--- src/rtl/fetch_pc_stage_pkg.sv ---
// fetch_pc_stage_pkg: shared processor constants and fetch-state encoding
package fetch_pc_stage_pkg;
  localparam int PC_W = 12;
  localparam int INSN_W = 32;
  localparam logic [PC_W-1:0] RESET_PC = 12'h000;
  localparam logic [INSN_W-1:0] NOP = 32'h0;
  typedef enum logic [1:0] {
    BOOT = 2'd0,
    RUN  = 2'd1,
    HALT = 2'd2
  } fetch_state_e;
endpackage

--- src/rtl/fetch_pc_stage_counter.sv ---
// bit12_counter: unsigned wrap-around incrementer for the program counter
module bit12_counter
  import fetch_pc_stage_pkg::*;
(
  input  logic [PC_W-1:0] in1,
  output logic [PC_W-1:0] out1
);
  assign out1 = in1 + PC_W'(1);
endmodule

--- src/rtl/fetch_pc_stage.sv ---
// fetch_pc_stage: program counter, next-PC selection and IF/ID pipeline register
module fetch_pc_stage
  import fetch_pc_stage_pkg::*;
(
  input  logic              clock,
  input  logic              reset,
  input  logic              stall,
  input  logic              redirect,
  input  logic [PC_W-1:0]   redirect_target,
  input  logic              halt,
  input  logic [INSN_W-1:0] imem_q,
  output logic [PC_W-1:0]   imem_addr,
  output logic [PC_W-1:0]   ifid_pc,
  output logic [PC_W-1:0]   ifid_pc_plus1,
  output logic [INSN_W-1:0] ifid_insn,
  output logic              ifid_valid,
  output logic              halted
);
  fetch_state_e state, state_nx;
  logic [PC_W-1:0] pc_q, pc_inc, pc_nx, ifid_pc_nx, ifid_pc_plus1_nx;
  logic [INSN_W-1:0] ifid_insn_nx;
  logic ifid_valid_nx, halted_nx;
  bit12_counter u_inc (
    .in1 (pc_q),
    .out1(pc_inc)
  );
  assign imem_addr = pc_q;
  always_ff @(posedge clock or negedge reset) begin
    if (!reset) begin
      state <= BOOT;
      pc_q <= RESET_PC;
      ifid_pc <= '0;
      ifid_pc_plus1 <= '0;
      ifid_insn <= NOP;
      ifid_valid <= 1'b0;
      halted <= 1'b0;
    end else begin
      state <= state_nx;
      pc_q <= pc_nx;
      ifid_pc <= ifid_pc_nx;
      ifid_pc_plus1 <= ifid_pc_plus1_nx;
      ifid_insn <= ifid_insn_nx;
      ifid_valid <= ifid_valid_nx;
      halted <= halted_nx;
    end
  end
  // Redirect beats halt beats stall; BOOT and HALT ignore every input.
  always_comb begin
    state_nx = state;
    pc_nx = pc_q;
    ifid_pc_nx = ifid_pc;
    ifid_pc_plus1_nx = ifid_pc_plus1;
    ifid_insn_nx = ifid_insn;
    ifid_valid_nx = ifid_valid;
    halted_nx = halted;
    unique case (state)
      BOOT: state_nx = RUN;
      RUN: begin
        if (redirect) begin
          pc_nx = redirect_target;
          ifid_insn_nx = NOP;
          ifid_valid_nx = 1'b0;
        end else if (halt) begin
          state_nx = HALT;
          ifid_insn_nx = NOP;
          ifid_valid_nx = 1'b0;
          halted_nx = 1'b1;
        end else if (!stall) begin
          pc_nx = pc_inc;
          ifid_pc_nx = pc_q;
          ifid_pc_plus1_nx = pc_inc;
          ifid_insn_nx = imem_q;
          ifid_valid_nx = 1'b1;
        end
      end
      HALT: ifid_valid_nx = 1'b0;
      default: state_nx = BOOT;
    endcase
  end
endmodule

--- config.mk ---
export PLATFORM = sky130hd
export DESIGN_NAME = fetch_pc_stage
export DESIGN_NICKNAME = d
export VERILOG_FILES = /design/src/rtl/fetch_pc_stage_pkg.sv /design/src/rtl/fetch_pc_stage_counter.sv /design/src/rtl/fetch_pc_stage.sv
export SDC_FILE = /design/constraint.sdc
export NUM_CORES = 1
export LEC_CHECK = 0
export ABC_CLOCK_PERIOD_IN_PS = 3790
export CORE_UTILIZATION = 45
export DETAILED_ROUTE_END_ITERATION = 8
export HOLD_SLACK_MARGIN = 0.15
export PLACE_DENSITY_LB_ADDON = 0.2
export SYNTH_ARGS = -nofsm -noshare
export SYNTH_HDL_FRONTEND = slang
export SYNTH_SLANG_ARGS = --single-unit
--- constraint.sdc ---
create_clock -name clock -period 3.79 [get_ports clock]
set_clock_uncertainty 0.15 [all_clocks]
set_input_delay 0.758 -clock clock [delete_from_list [all_inputs] [get_ports clock]]
set_output_delay 0.758 -clock clock [all_outputs]
set_load 0.005 [all_outputs]
* Word level (Yosys, flattened, before mapping)
Index checks and enable logic that the tools add are counted.
** Storage, ports and cells
- Register bits :: 72
- Bits of input ports :: 49
- Output and inout port bits :: 70
- Logic and storage cells :: 41
** Operators by class
- Add/subtract/negate cells :: 1
- Equality and inequality tests :: 8
- Multiplexer cells :: 13
- Bitwise logic cells :: 4
- Reduce and logical (&&, ||, !) cells :: 8
** Operators by type and width (number)
- 32-bit two-way mux :: 3
- 12-bit two-way mux :: 3
- 12-bit by 1-bit adder with 12-bit output (second input constant) :: 1
- 3-bit AND reduction :: 3
- 2-bit inequality test (second input constant) :: 3
- 2-bit one-hot mux with 3 select lines :: 1
- 2-bit two-way mux :: 2
- 4-bit inequality test (second input constant) :: 1
- 1-bit inverter :: 4
- 2-bit AND reduction :: 2
- 4-bit AND reduction :: 1
- 1-bit two-way mux :: 3
- 3-bit by 1-bit inequality test with 1-bit output (second input constant) :: 1
- 2-bit by 1-bit equality test with 1-bit output (second input constant) :: 1
- 2-bit equality test (second input constant) :: 1
- 2-bit logical NOT :: 1
- 2-bit by 1-bit inequality test with 1-bit output (second input constant) :: 1
- 1-bit one-hot mux with 2 select lines :: 1
- 2-bit nonzero test :: 1

* Logic depth before layout (Yosys ltp)
- Depth in word-level cells :: 4
- Depth in mapped cells :: 6

* By module
Synthesis repeated with hierarchy kept, for this count alone.
** Unflattened totals
- Cell total of the unflattened synthesis :: 280
- Area total of the unflattened synthesis :: 3403.3 µm²
** Modules (own cells, without submodules)
- fetch_pc_stage :: times used 1, cells each 251, area an instance 3204.3 µm², sequential area each 1801.7 µm²
- bit12_counter :: times used 1, cells each 29, area an instance 198.9 µm², sequential area each 0.0 µm²

* Worst setup path before layout
OpenSTA, ideal clock, no wires.
- Path kind :: input to register
- From :: input port redirect
- To :: register pc_q[11] (netlist: imem_addr[11])
- Arrival time :: 1681 ps
- Path slack :: 1855 ps
- Cell stages on the path :: 5
- Buffers on the path :: 2
- Cells stage by stage :: buf_2 nor4b_4 buf_2 nand3_1 o311ai_1
** Between the ends
- Word-level cells in the longest chain between the ends :: 2
** Ends and longest elaborated chain
- start, declared :: RTL line fetch_pc_stage.sv:8 : input logic redirect,
- 2-bit inequality test (no line) or 2-bit by 1-bit inequality test with 1-bit output (tied branches)
- 3-bit AND reduction (no line)
- end signal, assigned :: RTL line fetch_pc_stage.sv:39 : pc_q <= pc_nx;
- end, declared :: RTL line fetch_pc_stage.sv:20 : logic [PC_W-1:0] pc_q, pc_inc, pc_nx, ifid_pc_nx, ifid_pc_plus1_nx;
Several ways; a longest one is shown, not always the timed one.
A chain may end at the register's enable or synchronous reset.

* Final worst setup path
- From :: input port halt
- To :: register ifid_insn[5]
** Between the ends
- Word-level cells in the longest chain between the ends :: 2
** Ends and longest elaborated chain
- start, declared :: RTL line fetch_pc_stage.sv:10 : input logic halt,
- 3-bit by 1-bit inequality test with 1-bit output (no line) or 32-bit two-way mux (tied branches)
- 2-bit AND reduction (no line) or 32-bit two-way mux (tied branches)
- end signal, assigned :: RTL line fetch_pc_stage.sv:42 : ifid_insn <= ifid_insn_nx;
- end, declared :: RTL line fetch_pc_stage.sv:15 : output logic [INSN_W-1:0] ifid_insn,
Several ways; a longest one is shown, not always the timed one.

==> key figures <==
Status
  • Result of the run: finished, violations left
  • Violations in the final reports: DRC

STA
  • Highest attainable clock frequency: 399.6 MHz
  • Period minus WS final: 2.502 ns
  • Period Utilization, post-route: 0.6602
  • Final hold viol count: 0
  • Number of failing setup endpoints in the final timing report: 0
  • Setup TNS: 0 ns
  • Unrepaired setup endpoints after global routing: no
  • Measured slew at the worst slew-check pin: ~1.0 ns
  • Worst setup slack after layout: approximately 1.3 ns
  • Slew headroom: 0.3180
  • Slew Limit Fails: 0

Yosys
  • Main area contributors after synthesis: sky130_fd_sc_hd__dfrtp_1 58%, sky130_fd_sc_hd__a22o_1 9.1%, sky130_fd_sc_hd__nand2_1 5.7%, sky130_fd_sc_hd__buf_2 2.3%, sky130_fd_sc_hd__o21ai_0 2.1%
  • Portion of synthesized cell area occupied by the leading cell type: 0.5844
  • Most frequently used cell type in the post-synthesis netlist: sky130_fd_sc_hd__dfrtp_1
  • Most area-hungry cell type in the Yosys netlist: sky130_fd_sc_hd__dfrtp_1
  • Sequential cell area fraction in the yosys report: 0.5844
  • Dominant synthesized flop cell: sky130_fd_sc_hd__dfrtp_1
  • Post-Syn Area per Cell: between 10 and 15 um2
  • Share of async-settable or async-resettable flops after synthesis: 1.000
  • Netlist Area Pre-Place: 3083 um2
  • Number of storage elements in the synthesis netlist: 72
  • Net count of the mapped netlist: 329
  • Number of synthesized flops with an enable pin: 0
  • Count of mapped cells out of synthesis: 276
  • Count of synthesis-stage warnings from yosys: 0
  • Distinct cell type count of the synthesized netlist: about 40
  • Most frequent cells after synthesis: 72 x sky130_fd_sc_hd__dfrtp_1, 47 x sky130_fd_sc_hd__nand2_1, 32 x sky130_fd_sc_hd__a22o_1

Worst hold path
  • Worst Hold Launch: halted
  • Hold Crit Class: reg2reg

Setup path
  • Worst path arrival time: about 2.6 ns
  • Origin of the worst setup path: halt
  • Critical Path Source Type: input pin
  • Largest fanout of any net on the critical path: 32
  • Start of the worst register-to-register path: state[1]
  • Setup crit end kind: flip-flop
  • Data required time at the worst endpoint: 3.85 ns
  • Kind of critical path: in2reg

Route
  • DRC errors left: 6
  • Mean number of vias per cell: 5.452
  • Via count: 2568
  • Final wirelength: 7.571 mm
  • Iter 0 DRT Violations: roughly 120
  • Initial DRT Pass Iterations: 9
  • Average detailed-routed wire length per instance: 16.07 um
  • Remaining antenna violation count: 0

Floorplanning
  • I/O Pins: 119
  • Die X-Extent: approximately 85 um
  • Initial core utilization: 0.4747
  • Die area: 7186 um2
  • Core region area: roughly 6500 um2
  • Count of standard-cell rows: 29
  • DIE HEIGHT: 84.77 um

Global route
  • Overall Global Routing Usage: 0.2281
  • First-pass GRT wire length: 12.60 mm
  • Number of global-route vias before repair: approximately 2500
  • Initial antenna violation count: 0
  • Largest net degree at the start of global routing: 73
  • Total congestion overflow: 0

Power and ir drop
  • Leakage power: about 2 nW
  • Max VDD drop: roughly 0.3 mV
  • Power per cell area: 700.8 nW/um2
  • Overall power consumption: 3.146 mW

Final layout
  • Sequential Area: around 1800 um2
  • Fill cells: 526
  • Fraction of final layout cells with drive strength greater than 1: 0.07360
  • Count of antenna diodes in the layout: 0
  • Net count reported at finish: 443
  • Post-synthesis to final-layout area growth: 45.62%
  • Post-route cell area: 4489 um2
  • Final Non-Filler Cells: ~470
  • Multi-input gate area in the final layout: 1155 um2

Clock tree
  • Setup fix buffers added after clock tree synthesis: 0
  • Count of hold buffers inserted by post-cts repair: 0
  • Clock latency of the later-clocked register in the worst-skew pair: about 0.33 ns
  • Clock root buffer: sky130_fd_sc_hd__clkbuf_8
  • TritonCTS clock tree: done
  • Number of levels the H-tree was split into: 3
  • Clock transition time at the flip-flop clock pins of the worst setup and hold paths: 0.07 ns
  • Post-cts sizing count: 0
  • Deepest clock path buffer count: 2
  • Sinks on Clock Net: 72
  • CTS buffer count: 9

Place
  • Port bufs: 118
  • Post-placement setup slack: about 0.92 ns
  • Final HPWL DP: 5.152 mm
  • Weighted congestion reported at the end of routability-driven placement: ~0.84
  • Number of placed instances with taps included: 456
  • Total cell area at the placement stage: ~4300 um2

Flow run
  • Total of max-cap violations: 0
[cell usage in the layout (no fill, tap or decap), types with 5 or more instances in the layout]
master / n
sky130_fd_sc_hd__and3_1: 5
sky130_fd_sc_hd__o2bb2ai_1: 6
sky130_fd_sc_hd__o21ai_0: 13
sky130_fd_sc_hd__buf_4: 6
sky130_fd_sc_hd__a22o_1: 32
sky130_fd_sc_hd__clkbuf_8: 10
sky130_fd_sc_hd__clkdlybuf4s50_1: 117
sky130_fd_sc_hd__inv_1: 9
sky130_fd_sc_hd__nor2_1: 10
sky130_fd_sc_hd__dfrtp_1: 72
sky130_fd_sc_hd__a21oi_1: 7
sky130_fd_sc_hd__xnor2_1: 7
sky130_fd_sc_hd__nand2_1: 47
sky130_fd_sc_hd__nand3_1: 6
[logic make-up (layout without fill, tap and decap cells)]
group           count (synthesis)  count (layout)  share of synthesized area
compound gates                 81              81                     0.2033
xor+xnor                        8               8                    0.02273
fa+ha+maj                       4               4                    0.01623
buf+inv                        29             147                    0.04099
flops                          72              72                     0.5844
mux                             2               2                   0.006899
simple gates                   80              80                     0.1254
[worst max-delay path, cell delays in order]
cell and delay [ns]:
sky130_fd_sc_hd__clkdlybuf4s50_1 0.63, sky130_fd_sc_hd__nor2_1 0.10, sky130_fd_sc_hd__nand2_1 0.07, sky130_fd_sc_hd__nand2_1 0.57
sky130_fd_sc_hd__a22o_1 0.41
[flip-flops by register name, summed over array words and instances, names as in the netlist]
| register | cells |
|---|---|
| ifid_valid | 1 |
| ifid_pc | 12 |
| halted | 1 |
| ifid_pc_plus1 | 12 |
| imem_addr | 12 |
| ifid_insn | 32 |
| state | 2 |
[power by group]
group / leakage, nW / total [mW] / internal, mW / switching (mW)
clock network: 0.0989 / 0.583 / 0.315 / 0.268
logic: 0.969 / 1.27 / 0.766 / 0.504
registers: 0.925 / 1.29 / 1.05 / 0.248
total: 1.99 / 3.15 / 2.13 / 1.02
[routing by layer]
metal | track usage | vias up | wire, um
met5 | 0 | - | 0
met3 | 0.07375 | 6 | 605
met1 | 0.2988 | 1231 | 3334
li1 | - | 1217 | -
met2 | 0.3659 | 114 | 3572
met4 | 0.06471 | 0 | 59
[layout make-up]
cell class / instances / area share
clock inverter: 4 / 0.01003
clock buffer: 11 / 0.03149
tap: 77 / 0.02146
sequential: 72 / 0.4013
multi-input combinational: 175 / 0.2572
timing repair buffer: 123 / 0.2709
inverter: 9 / 0.007525
[final timing paths]
kind | to | slack (ns) | depth (start not counted)
setup / recovery | ifid_insn[5] | 1.29 | 5
hold / removal | halted | 0.33 | 1
setup reg to reg | ifid_insn[5] | 1.40 | 4
hold reg to reg | halted | 0.33 | 1
max in group asynchronous | ifid_insn[5] | 2.53 | 1
min in group asynchronous | ifid_pc[8] | 0.38 | 1
[per-stage QoR]
stage | utilization | hold slack [ns]
2_1_floorplan | - | 0.3124
3_3_place_gp | 0.6625 | 0.3075
3_5_place_dp | 0.6625 | 0.3125
4_1_cts | 0.6912 | 0.3292
5_1_grt | 0.6912 | 0.3481
6_report | 0.6912 | 0.3283
Power figures use the tool's default switching activity.
